**src/rtl/mrelbp_code_histogram_if.sv**
```systemverilog
// Beat-input and bin-output handshake bundle for mrelbp_code_histogram.
// The master drives beats and bin_ready; the slave is the histogram itself.
interface mrelbp_code_histogram_if #(
  parameter int LANES  = 25,
  parameter int CODE_W = 1,
  parameter int CNT_W  = 24
);
  logic                    i_sof;
  logic                    i_valid;
  logic [LANES*CODE_W-1:0] i_codes;
  logic                    i_eof;
  logic                    o_ready;
  logic                    o_bin_valid;
  logic [CODE_W-1:0]       o_bin_idx;
  logic [CNT_W-1:0]        o_bin_cnt;
  logic                    i_bin_ready;
  logic                    o_busy;
  logic                    o_done;
  logic                    o_sat;

  modport master (
    output i_sof, i_valid, i_codes, i_eof, i_bin_ready,
    input  o_ready, o_bin_valid, o_bin_idx, o_bin_cnt, o_busy, o_done, o_sat
  );

  modport slave (
    input  i_sof, i_valid, i_codes, i_eof, i_bin_ready,
    output o_ready, o_bin_valid, o_bin_idx, o_bin_cnt, o_busy, o_done, o_sat
  );
endinterface

```
**src/rtl/mrelbp_code_histogram.sv**
```systemverilog
// Frame-based MRELBP code histogram: per-beat multi-lane binning, saturating
// counters, serial bin drain. Define HIST_FLAT_OUT_EN for the parallel o_bins readout.
module mrelbp_code_histogram #(
  parameter int LANES  = 25,
  parameter int CODE_W = 1,
  parameter int CNT_W  = 24
) (
  input  logic                          i_clk,
  input  logic                          i_rst,
  mrelbp_code_histogram_if.slave        bus
`ifdef HIST_FLAT_OUT_EN
  ,
  output logic [(2**CODE_W)*CNT_W-1:0]  o_bins
`endif
);

  localparam int NBINS = 2**CODE_W;
  localparam int INC_W = $clog2(LANES + 1);
  localparam logic [CNT_W-1:0]  CNT_MAX  = '1;
  localparam logic [CODE_W-1:0] LAST_IDX = CODE_W'(NBINS - 1);

  typedef enum logic [1:0] {
    IDLE  = 2'd0,
    ACC   = 2'd1,
    DRAIN = 2'd2
  } state_t;

  state_t            state_q, state_d;
  logic [CNT_W-1:0]  bin_q    [NBINS];
  logic [CNT_W-1:0]  bin_next [NBINS];
  logic [CNT_W:0]    bin_sum  [NBINS];
  logic [INC_W-1:0]  inc      [NBINS];
  logic [NBINS-1:0]  bin_clamp;
  logic [CODE_W-1:0] idx_q;
  logic              done_q;
  logic              sat_q;
  logic              clear;
  logic              accept;
  logic              drain_hs;
  logic              last_hs;

  // sof wins over a same-cycle beat and is only honoured outside DRAIN.
  assign clear    = bus.i_sof && (state_q == IDLE || state_q == ACC);
  assign accept   = (state_q == ACC) && bus.i_valid && !bus.i_sof;
  assign drain_hs = (state_q == DRAIN) && bus.i_bin_ready;
  assign last_hs  = drain_hs && (idx_q == LAST_IDX);

  // Per-bin lane population count for the current beat.
  always_comb begin
    for (int b = 0; b < NBINS; b++) begin
      // NOTE: every combinationally assigned variable gets a default before any
      // conditional update, otherwise synthesis infers a latch to hold it.
      inc[b] = '0;
      for (int n = 0; n < LANES; n++) begin
        if (bus.i_codes[n*CODE_W +: CODE_W] == CODE_W'(b)) begin
          inc[b] = inc[b] + INC_W'(1);
        end
      end
    end
  end

  // Widened add then clamp: counters stick at all-ones instead of wrapping.
  always_comb begin
    for (int b = 0; b < NBINS; b++) begin
      bin_sum[b]   = {1'b0, bin_q[b]} + (CNT_W+1)'(inc[b]);
      bin_clamp[b] = bin_sum[b][CNT_W];
      bin_next[b]  = bin_clamp[b] ? CNT_MAX : bin_sum[b][CNT_W-1:0];
    end
  end

  // State register.
  always_ff @(posedge i_clk or posedge i_rst) begin
    if (i_rst) begin
      // NOTE: sequential state uses non-blocking assignments so every register
      // samples pre-edge values regardless of process evaluation order.
      state_q <= IDLE;
    end else begin
      state_q <= state_d;
    end
  end

  // Next-state logic.
  always_comb begin
    state_d = state_q;
    unique case (state_q)
      IDLE:  if (bus.i_sof) state_d = ACC;
      ACC:   if (!bus.i_sof && bus.i_valid && bus.i_eof) state_d = DRAIN;
      DRAIN: if (last_hs) state_d = IDLE;
      default: state_d = IDLE;
    endcase
  end

  // Output logic.
  always_comb begin
    bus.o_ready     = (state_q == ACC);
    bus.o_bin_valid = (state_q == DRAIN);
    bus.o_busy      = (state_q != IDLE);
    bus.o_bin_idx   = idx_q;
    bus.o_bin_cnt   = (state_q == DRAIN) ? bin_q[idx_q] : '0;
    bus.o_done      = done_q;
    bus.o_sat       = sat_q;
  end

  // Bin array, drain index and status flags.
  always_ff @(posedge i_clk or posedge i_rst) begin
    if (i_rst) begin
      // NOTE: the bin array is reset explicitly because it is architecturally
      // visible (drain and flat readout) and must read zero after an abort.
      for (int b = 0; b < NBINS; b++) begin
        bin_q[b] <= '0;
      end
      idx_q  <= '0;
      done_q <= 1'b0;
      sat_q  <= 1'b0;
    end else begin
      done_q <= last_hs;

      if (clear) begin
        for (int b = 0; b < NBINS; b++) begin
          bin_q[b] <= '0;
        end
        sat_q <= 1'b0;
      end else if (accept) begin
        for (int b = 0; b < NBINS; b++) begin
          bin_q[b] <= bin_next[b];
        end
        if (|bin_clamp) sat_q <= 1'b1;
      end

      // Index wraps to zero naturally after the last bin.
      if (drain_hs) begin
        idx_q <= last_hs ? '0 : idx_q + CODE_W'(1);
      end
    end
  end

`ifdef HIST_FLAT_OUT_EN
  for (genvar g = 0; g < NBINS; g++) begin : g_flat
    assign o_bins[g*CNT_W +: CNT_W] = bin_q[g];
  end
`endif

endmodule

```
**src/flat_wrapper.sv**
```systemverilog
// flat-port wrapper written by rule: the top's interface ports become plain ports
module mrelbp_code_histogram_flat 
#(
  parameter int LANES  = 25,
  parameter int CODE_W = 1,
  parameter int CNT_W  = 24
)
  (i_clk, i_rst, bus_i_sof, bus_i_valid, bus_i_codes, bus_i_eof, bus_i_bin_ready, bus_o_ready, bus_o_bin_valid, bus_o_bin_idx, bus_o_bin_cnt, bus_o_busy, bus_o_done, bus_o_sat);
  mrelbp_code_histogram_if #(.LANES(LANES), .CODE_W(CODE_W), .CNT_W(CNT_W)) bus_i ();
  input  logic i_clk;
  input  logic i_rst;
  input wire logic [$bits(bus_i.i_sof)-1:0] bus_i_sof;
  input wire logic [$bits(bus_i.i_valid)-1:0] bus_i_valid;
  input wire logic [$bits(bus_i.i_codes)-1:0] bus_i_codes;
  input wire logic [$bits(bus_i.i_eof)-1:0] bus_i_eof;
  input wire logic [$bits(bus_i.i_bin_ready)-1:0] bus_i_bin_ready;
  output wire logic [$bits(bus_i.o_ready)-1:0] bus_o_ready;
  output wire logic [$bits(bus_i.o_bin_valid)-1:0] bus_o_bin_valid;
  output wire logic [$bits(bus_i.o_bin_idx)-1:0] bus_o_bin_idx;
  output wire logic [$bits(bus_i.o_bin_cnt)-1:0] bus_o_bin_cnt;
  output wire logic [$bits(bus_i.o_busy)-1:0] bus_o_busy;
  output wire logic [$bits(bus_i.o_done)-1:0] bus_o_done;
  output wire logic [$bits(bus_i.o_sat)-1:0] bus_o_sat;
  assign bus_i.i_sof = bus_i_sof;
  assign bus_i.i_valid = bus_i_valid;
  assign bus_i.i_codes = bus_i_codes;
  assign bus_i.i_eof = bus_i_eof;
  assign bus_i.i_bin_ready = bus_i_bin_ready;
  assign bus_o_ready = bus_i.o_ready;
  assign bus_o_bin_valid = bus_i.o_bin_valid;
  assign bus_o_bin_idx = bus_i.o_bin_idx;
  assign bus_o_bin_cnt = bus_i.o_bin_cnt;
  assign bus_o_busy = bus_i.o_busy;
  assign bus_o_done = bus_i.o_done;
  assign bus_o_sat = bus_i.o_sat;
  mrelbp_code_histogram #(.LANES(LANES), .CODE_W(CODE_W), .CNT_W(CNT_W)) u_core (.i_clk(i_clk), .i_rst(i_rst), .bus(bus_i));
endmodule
```
**config.mk**
```make
export PLATFORM = sky130hd
export DESIGN_NAME = mrelbp_code_histogram_flat
export DESIGN_NICKNAME = d
export VERILOG_FILES = /design/src/rtl/mrelbp_code_histogram_if.sv /design/src/rtl/mrelbp_code_histogram.sv /design/src/flat_wrapper.sv
export SDC_FILE = /design/constraint.sdc
export NUM_CORES = 1
export LEC_CHECK = 0
export BUFFER_PORTS_ARGS = -buffer_cell sky130_fd_sc_hd__buf_2
export CAP_MARGIN = 25
export CORE_UTILIZATION = 60
export CTS_CLUSTER_SIZE = 16
export DETAILED_ROUTE_END_ITERATION = 6
export PLACE_DENSITY = 0.79
export SLEW_MARGIN = 5
export SYNTH_ARGS = -nofsm -noshare
export SYNTH_HDL_FRONTEND = slang
export SYNTH_SLANG_ARGS = --single-unit
```
**constraint.sdc**
```tcl
create_clock -name i_clk -period 5.29 [get_ports i_clk]
set_clock_uncertainty 0.2 [all_clocks]
set_input_delay 1.587 -clock i_clk [delete_from_list [all_inputs] [get_ports i_clk]]
set_output_delay 1.587 -clock i_clk [all_outputs]
set_load 0.03 [all_outputs]
```
==> metrics.txt, run 1 <==
Synth Net Count between 1,000 and 1,500; I/O pin count 61; Die Ht around 130 microns; Seq/Total Area, Yosys 12.88%; largest net degree at the start of global routing 54; Fail Step global routing; H-Tree Depth 2; placed cells roughly 2,000; worst endpoint type register input; estimated wirelength of the detail-placed design 25.52 mm; Async SR Flop Fraction between 90% and 100%; gpl congestion 0.9303; port bufs 60; main flop type after synthesis dfrtp_1; global route overflow 11; warnings from Yosys 0; Post-Syn Area per Cell 7.511 sq um; CTS Buffer Depth 2; worst setup endpoint GRT u_core.bin_q[46]$_DFFE_PP0P_/D; Area after DPL 14,020 sq um; clock sinks 53; First Err [ERROR GRT-0232] Routing congestion too high. Check the congestion heatmap in the GUI.; # rows 47; Initial Util 61.88%; Post-synth EDFFs 0; Seq cells post-synth 53; Syn Inst Count approximately 1,400; Unique masters post-synth 99; clock buffer count from CTS 5; Die X 133.0 microns; status did not finish; Hold Buf Count CTS 0; Root Buffer clkbuf_16; DP Worst Slack -11,430 ps; gr usage total 79.08%; Post-Syn Area 10,300 sq um
logic make-up after synthesis:
logic type               after synthesis  share of synthesized area [%]
flip-flops                            53                          12.88
multiplexers                          44                          4.386
XOR/XNOR                             184                          19.68
adder cells (fa/ha/maj)               58                          7.193
AO/OA/AOI/OAI                        375                          25.08
buffers and inverters                146                          5.638
AND/OR/NAND/NOR                      511                          25.14
metrics by stage:
step | TNS, ps | utilization [%]
2_1_floorplan | -500620 | -
3_5_place_dp | -542910 | 84.26
3_3_place_gp | -516230 | 84.12
4_1_cts | -508810 | 88.71
cells in the mapped netlist (5+ instances only):
library cell	number	area share [%]
mux2i_1	35	3.4
mux2_2	8	0.87
buf_1	7	0.26
xnor2_1	113	9.6
buf_2	13	0.63
or3_1	13	0.79
dfrtp_1	53	13
ha_1	56	6.8
a31o_2	5	0.43
xor2_1	37	3.1
a211oi_1	13	0.95
a21oi_1	70	3.4
nand4_1	18	1.1
nor2_1	118	4.3
xor2_2	6	0.95
nor2b_1	32	1.9
inv_1	61	2.2
a211o_1	5	0.43
or2_2	8	0.49
nor4_1	15	0.91
o22ai_1	6	0.36
a22oi_1	7	0.51
and3b_1	5	0.43
nor3_1	27	1.3
nand2_1	121	4.4
o211ai_1	11	0.80
and3_1	29	1.8
nand3_1	50	2.4
nand2b_1	27	1.6
xnor3_1	8	1.7
xnor2_2	9	1.4
a32oi_1	5	0.43
o21ai_0	95	4.6
xnor2_4	7	1.9
nand3b_1	6	0.44
a22o_1	31	2.6
a21o_1	15	1.1
a31oi_1	23	1.4
nor3b_1	7	0.51
o21a_1	10	0.73
o31ai_1	12	0.87
and2_1	15	0.91
clkbuf_1	55	2.0
a221oi_1	5	0.43
per-layer routing:
metal  track usage, %  overflow
met5            31.67         0
met4            75.35         5
met3            67.47         0
met2            94.88         6
met1            78.80         0
repair_timing:
item | in CTS
cloned | 3
buffers inserted | 35
resized for setup | 70
setup endpoints to repair | 49
pin swaps | 81
==> run 2, diff against run 1 <==
--- a/config.mk
+++ b/config.mk
@@ -7,10 +7,9 @@
 export LEC_CHECK = 0
 export BUFFER_PORTS_ARGS = -buffer_cell sky130_fd_sc_hd__buf_2
 export CAP_MARGIN = 25
-export CORE_UTILIZATION = 60
-export CTS_CLUSTER_SIZE = 16
+export CORE_UTILIZATION = 40
 export DETAILED_ROUTE_END_ITERATION = 6
-export PLACE_DENSITY = 0.79
+export PLACE_DENSITY_LB_ADDON = 0.15
 export SLEW_MARGIN = 5
 export SYNTH_ARGS = -nofsm -noshare
 export SYNTH_HDL_FRONTEND = slang
==> metrics.txt, run 2 <==
Post-Syn Area per Cell 7.511 sq um (unchanged); H-Tree Depth 2 (unchanged); Post-route DRC 0; global-route wire length before repair 55.35 mm; setup_tns -507,530 ps; clock latency on the worst-skew pair 290 ps; Vias/cell 5.407; status complete, but fails checks (was did not finish); unrepaired setup endpoints after global routing true; Syn Inst Count 1,371 (unchanged); port bufs 60 (unchanged); Hold Buf Count CTS 0 (unchanged); Root Buffer clkbuf_16 (unchanged); Worst Setup End Kind register; via count 12,130; biggest regs u_core.bin_q (48), u_core.state_q (2); max reg flops 48; # rows 58 (was 47); gr usage total about a quarter; layout cells sized above 1 42.78%; data required time at the worst endpoint 5280 ps; TritonRoute pass-1 iters 7; Synth top cells by count nand2_1 (121), nor2_1 (118), xnor2_1 (113), o21ai_0 (95), a21oi_1 (70) (unchanged); Seq cells post-synth 53 (unchanged); max frequency just over 0.06 GHz; kind of critical path in2reg; Seq/Total Area, Yosys 12.88% (unchanged); drt wl/cell around 15 microns; slew margin rel. roughly two fifths; failing checks setup timing; Die Ht 162.4 microns (was 133.0 microns); Setup crit start kind primary input; nets ~2,000; largest register by flop count u_core.bin_q; fin. max-slew vios 0; clock sinks 53 (unchanged); top-count cell post-synth nand2_1 (unchanged); Layout area overhead 55.80%; post-synth top area cell dfrtp_1 (unchanged); Worst-Margin Slew 923.3 ps; clock buffer count from CTS 5 (unchanged); largest net degree at the start of global routing 36; Final Util 63.71%; CTS Buffer Depth 2 (unchanged); most numerous cell on the critical path buf_4; period utilization 304.6%; vias in the first global route 11,840; max-cap viol count 0; largest cells by area after synthesis dfrtp_1 (13%), xnor2_1 (9.6%), ha_1 (6.8%) (unchanged); Hold Path Class reg2reg; register-to-register setup slack around 1800 ps; Die X 162.4 microns (was 133.0 microns); Post-synth EDFFs 0 (unchanged); Final Critical Period 16,110 ps; most common cell after layout, fill and taps aside buf_4; main flop type after synthesis dfrtp_1 (unchanged); worst reg2reg path startpoint u_core.bin_q[0]; core region area 25,180 sq um; final hold vios 0; Worst EP arrival 16,100 ps; DRT antenna net count 0; initial antenna violation count 1; die footprint 26,390 sq um; Initial DRC Count 681; Hold Crit Endpoint u_core.bin_q[0]; Routed WL 33.40 mm; Post-Syn Area 10,300 sq um (unchanged); Setup crit start bus_i_codes[1]; Yosys top cell area share 12.88% (unchanged); estimated wirelength of the detail-placed design 24.47 mm (was 25.52 mm); most frequent cells in the layout buf_4 (531), nand2_1 (114), xnor2_1 (103), nor2_1 (102), o21ai_0 (63); Unique masters post-synth 99 (unchanged); cells on worst reg2reg path 16; Async SR Flop Fraction 100.0% (unchanged); WHS 328.4 ps; Synth Net Count 1,460 (unchanged); gpl congestion 0.8674 (was 0.9303); warnings from Yosys 0 (unchanged); Worst R2R End u_core.bin_q[20]; Initial Util 40.89% (was 61.88%); Setup WS post-layout -10,820 ps; CP Max Fanout 3; slowest stage delay, CP 350 ps; TritonCTS clock tree yes; CP max-delay cell ha_1; min-delay src u_core.bin_q[0]; Clock Pin Slew Worst Setup and Hold Paths 70 ps; Hold Path Cell Cnt 2; global route overflow 0; I/O pin count 61 (unchanged); Final setup viols 49
## run 2: cell counts after synthesis
Identical to the previous run, type by type.
## run 2: per-layer routing
layer | global-route usage [%] | routed length [microns]
met4 | 6.218 | 658
met2 | 44.11 | 16260
met1 | 33.03 | 15310
met5 | 0 | 0
met3 | 1.630 | 1176
## run 2: what timing repair did
item,in CTS,in global routing
endpoints found under the setup margin,49,49
pin swaps,57,90
buffers inserted,75,20
gates resized for setup,60,87
cloned,3,0
hold endpoints to repair,0,0
## run 2: worst max-delay path by stage
| stage | end | slack (ps) | cells after the start |
|---|---|---|---|
| 6_report | u_core.bin_q[46] | -10820 | 96 |
| 5_1_grt | u_core.bin_q[46] | -11450 | 89 |
| 4_1_cts | u_core.bin_q[46] | -10410 | 89 |
| 3_5_place_dp | u_core.bin_q[46] | -11450 | 87 |
| 3_3_place_gp | u_core.bin_q[46] | -11250 | 86 |
| 2_1_floorplan | u_core.bin_q[46] | -10580 | 91 |
## run 2: through the flow
step,area (sq um),instances,setup slack (ps)
after floorplan,10590,1371,-10580
after global placement,14460,2137,-11250
after detailed placement,14480,2138,-11450
after CTS,15490,2223,-10410
after global routing,16040,2243,-11450
final,16040,2243,-10820
## run 2: logic make-up after synthesis
logic type	synth area share [%]
multiplexers	4.386
adder cells (fa/ha/maj)	7.193
AO/OA/AOI/OAI	25.08
buffers and inverters	5.638
XOR/XNOR	19.68
AND/OR/NAND/NOR	25.14
flip-flops	12.88
## run 2: critical path: cells and delay by family
family	cells	cell delay (ps)
AO/OA/AOI/OAI	15	2550
AND/OR/NAND/NOR	17	2320
buffers and inverters	46	5590
adder cells (fa/ha/maj)	6	1700
XOR/XNOR	12	2330
## run 2: layout make-up
class                      count  area, sq um
fill                        2095         9139
clock buffer                   5        125.1
sequential                    53         1326
multi-input combinational   1175         9263
clock inverter                 2        35.03
inverter                      68        275.3
tap                          330        412.9
antenna                        1        2.502
timing repair buffer         609         4603
Power of run 2 is not shown: default switching activity piles up to over one toggle a cycle in this logic, so the estimate is an artifact.
